**src/rtl/aes256_key_expansion_inverse.sv**
```systemverilog
// Reverse AES-256 key schedule: loads {rk13, rk14} and streams round keys
// rk14 down to rk0, one per accepted cycle, rebuilding each earlier round
// key from the two most recent ones so that no key table is needed.
module aes256_key_expansion_inverse (
    input  logic         clk,
    input  logic         rst_n,
    input  logic [255:0] key_in,
    input  logic         key_valid,
    output logic         key_ready,
    output logic [127:0] rk_data,
    output logic [3:0]   rk_idx,
    output logic         rk_last,
    output logic         rk_valid,
    input  logic         rk_ready
);

    localparam logic [0:0] IDLE = 1'b0;
    localparam logic [0:0] EMIT = 1'b1;

    // GF(2^8) multiply modulo x^8 + x^4 + x^3 + x + 1
    function automatic logic [7:0] gf_mul(input logic [7:0] a, input logic [7:0] b);
        logic [7:0] p;
        logic [7:0] aa;
        p  = 8'h00;
        aa = a;
        for (int i = 0; i < 8; i++) begin
            if (b[i]) p = p ^ aa;
            aa = {aa[6:0], 1'b0} ^ (aa[7] ? 8'h1b : 8'h00);
        end
        return p;
    endfunction

    // AES S-box: multiplicative inverse (x^254, zero maps to zero) then affine map
    function automatic logic [7:0] aes_sbox(input logic [7:0] x);
        logic [7:0] pw;
        logic [7:0] inv;
        pw  = x;
        inv = 8'h01;
        for (int i = 1; i < 8; i++) begin
            pw  = gf_mul(pw, pw);
            inv = gf_mul(inv, pw);
        end
        return inv ^ {inv[6:0], inv[7]} ^ {inv[5:0], inv[7:6]}
                   ^ {inv[4:0], inv[7:5]} ^ {inv[3:0], inv[7:4]} ^ 8'h63;
    endfunction

    // Round constant for the even-index steps (idx/2 = 1..7)
    function automatic logic [7:0] rcon(input logic [2:0] j);
        case (j)
            3'd1:    return 8'h01;
            3'd2:    return 8'h02;
            3'd3:    return 8'h04;
            3'd4:    return 8'h08;
            3'd5:    return 8'h10;
            3'd6:    return 8'h20;
            3'd7:    return 8'h40;
            default: return 8'h00;
        endcase
    endfunction

    logic [0:0]   state;
    logic [0:0]   state_next;
    logic [255:0] window;     // {rk(idx-1), rk(idx)}
    logic [3:0]   idx;
    logic         ready_q;
    logic         load;
    logic         emit_hs;

    logic [31:0]  a3;
    logic [31:0]  b0;
    logic [31:0]  b1;
    logic [31:0]  b2;
    logic [31:0]  b3;
    logic [31:0]  rot_word;
    logic [31:0]  sub_word;
    logic [31:0]  t_word;
    logic [127:0] derived;

    assign load     = key_valid && key_ready;
    assign emit_hs  = rk_valid && rk_ready;

    assign key_ready = ready_q;
    assign rk_valid  = (state == EMIT);
    assign rk_data   = window[127:0];
    assign rk_idx    = idx;
    assign rk_last   = rk_valid && (idx == 4'd0);

    assign a3 = window[159:128];
    assign b0 = window[127:96];
    assign b1 = window[95:64];
    assign b2 = window[63:32];
    assign b3 = window[31:0];

    // Odd steps skip RotWord and the round constant
    assign rot_word = idx[0] ? a3 : {a3[23:0], a3[31:24]};

    for (genvar g = 0; g < 4; g++) begin : g_sbox
        assign sub_word[8*g +: 8] = aes_sbox(rot_word[8*g +: 8]);
    end

    assign t_word  = idx[0] ? sub_word : (sub_word ^ {rcon(idx[3:1]), 24'h000000});
    assign derived = (idx == 4'd1) ? 128'h0 : {b0 ^ t_word, b1 ^ b0, b2 ^ b1, b3 ^ b2};

    // Next-state selection for the load/emit controller
    always_comb begin
        state_next = state;
        case (state)
            IDLE:    if (load) state_next = EMIT;
            EMIT:    if (emit_hs && (idx == 4'd0)) state_next = IDLE;
            default: state_next = IDLE;
        endcase
    end

    // State, key window and index registers; key_ready is registered so it stays low in reset
    always_ff @(posedge clk or negedge rst_n) begin
        if (!rst_n) begin
            state   <= IDLE;
            ready_q <= 1'b0;
            window  <= '0;
            idx     <= 4'd0;
        end else begin
            state   <= state_next;
            ready_q <= (state_next == IDLE);
            if (load) begin
                window <= key_in;
                idx    <= 4'd14;
            end else if (emit_hs && (idx != 4'd0)) begin
                window <= {derived, window[255:128]};
                idx    <= idx - 4'd1;
            end
        end
    end

endmodule

```
**config.mk**
```make
export PLATFORM = sky130hd
export DESIGN_NAME = aes256_key_expansion_inverse
export DESIGN_NICKNAME = d
export VERILOG_FILES = /design/src/rtl/aes256_key_expansion_inverse.sv
export SDC_FILE = /design/constraint.sdc
export NUM_CORES = 2
export LEC_CHECK = 0
export CAP_MARGIN = 20
export CORE_MARGIN = 2
export CORE_UTILIZATION = 42
export CTS_CLUSTER_DIAMETER = 150
export DETAILED_ROUTE_END_ITERATION = 8
export DONT_BUFFER_PORTS = 1
export GPL_TIMING_DRIVEN = 0
export PLACE_DENSITY_LB_ADDON = 0.08
export SLEW_MARGIN = 10
export SYNTH_ARGS = -nofsm -noshare
export SYNTH_HDL_FRONTEND = slang
export SYNTH_SLANG_ARGS = --single-unit
```
**constraint.sdc**
```tcl
create_clock -name clk -period 22.3 [get_ports clk]
set_input_delay 3.345 -clock clk [delete_from_list [all_inputs] [get_ports clk]]
set_output_delay 3.345 -clock clk [all_outputs]
set_load 0.03 [all_outputs]
```
==> results.tsv <==
stage	metric	value	unit
global_routing	grt_max_degree	263	
worst_setup_path	cp-end-kind	flip-flop	
synth	ys_types	118	
layout	seq_area	6560	sq um
clocking	numCtsBuffers	37	
clocking	cts_tree	yes	
route	drt_iter0_drc	6933	
clocking	cts_setup_buffers	0	
floorplan	boundaryPins	395	
route	vias_per_cell	5.83	
clocking	clk_pin_slew	0.06	ns
timing	slew_viol_final	110	
synth	synth_mux_area_share	4.48	%
worst_setup_path	regToRegStartpoint	rk_idx[0]	
global_routing	grt_pass1_vias	64300	
place	hpwl	220	mm
timing	fin_crit	21.18	ns
synth	synthAdderAreaFrac	0.465	%
layout	nets	9755	
worst_setup_path	required	22.76	ns
synth	synthCells	9414	
route	wirelength	280	mm
worst_setup_path	critPathMaxStageDelay	0.66	ns
hold_path	hold_end	window[202]	
route	drcViolationCount	0	
timing	finClkSkew	0.0424	ns
clocking	clockRootBuffer	clkbuf_16	
worst_setup_path	startpoint_type	flip-flop	
clocking	clock_sinks	262	
synth	ys_top_cells_by_count	1863 x xnor2_1, 1270 x nor2_1, 1117 x nand2_1	
route	detail_route.wl_per_cell	23.9	um
place	place_congestion	0.975	
worst_setup_path	critical_path.max_fanout	10	
global_routing	grt_pass1_wl	418	mm
timing	finalCritPeriodShare	95.0	%
layout	fillers	17100	
hold_path	hp-class	flip-flop to flip-flop	
synth	netlist_area	70000	sq um
worst_setup_path	worst-path-buf-inv	23	
worst_setup_path	reg2reg_slack	1.12	ns
timing	relSlewSlack	-21.4	%
layout	multi_input_area	59200	sq um
worst_setup_path	cp_top_family	buffers and inverters	
synth	ys_ff_latch	262	
floorplan	coreArea	165000	sq um
global_routing	grt_usage	31.7	%
global_routing	grt.overflow.total	0	
worst_setup_path	path_depth	70	
timing	fin_ws	1.12	ns
timing	final.setup.tns	0	ns
floorplan	die_h	412	um
synth	yosys-top-cells-area	xnor2_1 23%, dfrtp_1 9.4%, nor2_1 6.8%	
synth	synth_compound_area_share	17.6	%
floorplan	die-width	412	um
place	pre_cts_ws	0.316	ns
synth	ys_seq_area_share	9.37	%
synth	synth_top_area_share	23.3	%
outcome	run_status	finished with violations	
clocking	hold_buffers	0	
synth	synthFlopType	dfrtp_1	
route	dr.pass1.iters	6	
layout	syn_to_final_growth	6.10	%
hold_path	min_path_cells	2	
floorplan	dieArea	170000	sq um
synth	yosys.area_share.simple	18.9	%
timing	final-setup-viol-count	0	
timing	rsz0062_at_grt	no	
synth	yosysTopAreaCell	xnor2_1	
synth	synth_top_family_by_area	XOR/XNOR gates	
timing	max_freq	0.0472	GHz
synth	synth.most_common_cell	xnor2_1	
worst_setup_path	cp_slowest_cell	dfrtp_2	
clocking	clk-insertion-delay-late	0.61	ns
floorplan	initial_core_util	42.4	%
worst_setup_path	r2r-end	window[248]	
hold_path	hold_start	window[202]	
place	portBuffers	0	
clocking	cts_max_level	2	
floorplan	fp-row-count	149	
clocking	cts_max_path_buffers	3	
synth	synth-xor-area-share	43.0	%
worst_setup_path	r2r_cells	70	
synth	yosysWarningCount	0	
synth	syn-num-nets	9696	
timing	tightest_slew	1.82	ns
route	via_count	68200	
worst_setup_path	criticalPathCategory	flip-flop to flip-flop	
synth	synth_edf_count	0	
global_routing	antenna_found_initial	37	
timing	finalHoldViolations	0	
route	antenna_left	0	
worst_setup_path	crit_arrival	21.64	ns
layout	drive_gt1_share	8.40	%
outcome	violations	max-slew violations	
synth	synthArstFlopShare	100	%
flow_run	drv_cap	0	
synth	avgSynthCellArea	7.43	sq um
layer usage:
layer / wire [um] / global-route usage [%] / vias to the layer above
li1: - / - / 32000
met1: 122000 / 43.1 / 32900
met2: 122000 / 49.4 / 2831
met3: 25000 / 6.84 / 439
met4: 10200 / 10.7 / 48
met5: 322 / 0 / -
worst reg2reg max path, delay by kind of cell, from the launching register on:
family / cells / cell delay (ns)
adders and majority gates: 4 / 1.58
xor gates and xnor gates: 17 / 5.37
AOI/OAI and AO/OA: 15 / 4.12
and+or+nand+nor: 7 / 0.98
buffers and inverters: 23 / 7.18
muxes: 4 / 1.16
DFF: 1 / 0.66
per-stage QoR:
step                hold WS (ns)  cells  cell area, sq um  utilization [%]
floorplan                  0.473   9414             70000                -
global placement           0.488  11600             72700             44.0
detailed placement         0.493  11600             72900             44.1
CTS                        0.509  11700             74100             44.9
global route               0.532  11700             74200             44.9
finish                     0.506  11700             74200             44.9
cells by family after synthesis:
| family | count (synthesis) |
|---|---|
| AO/OA/AOI/OAI | 1978 |
| XOR/XNOR | 2834 |
| adder cells (fa/ha/maj) | 27 |
| buffers and inverters | 903 |
| flip-flops | 262 |
| multiplexers | 289 |
| AND/OR/NAND/NOR | 3121 |
how the worst max path moves through the flow:
stage	slack (ns)	end	start
after floorplan	5.95	window[248]	rk_idx[0]
after global placement	0.44	window[248]	rk_idx[0]
after detailed placement	0.32	window[248]	rk_idx[0]
after CTS	0.23	window[248]	rk_idx[0]
after global routing	0.01	window[248]	rk_idx[0]
final	1.12	window[248]	rk_idx[0]
sequential cells by signal, summed over array words and instances (netlist names):
| name | count |
|---|---|
| key_ready | 1 |
| rk_idx | 4 |
| rk_valid | 1 |
| window | 256 |
area by class of cell:
class                      instances  area share (%)
buffer                           794            5.23
clock buffer                      52            1.39
multi-input combinational       8249            79.7
antenna                           13          0.0438
clock inverter                    14           0.226
inverter                         109           0.551
timing repair buffer              20           0.334
tap                             2189            3.69
sequential                       262            8.83
placed cells by master, fill, tap and decap left out, drive strengths merged, types with 164 or more instances in the layout:
master,synthesis,final
nand2,1117,1117
nor2,1276,1276
clkbuf,418,472
mux2i,235,235
nand3,191,191
buf,376,394
nor3,164,164
a31oi,200,200
xnor2,2038,2038
o21ai,548,548
dfrtp,262,262
xnor3,189,189
a21oi,473,473
xor2,578,578
timing repair:
action	CTS	global route
hold endpoints to repair	0	0
gates resized for setup	0	7
endpoints found under the setup margin	0	8
Power is not shown: default switching activity piles up to over one toggle a cycle in this logic, so the estimate is an artifact.
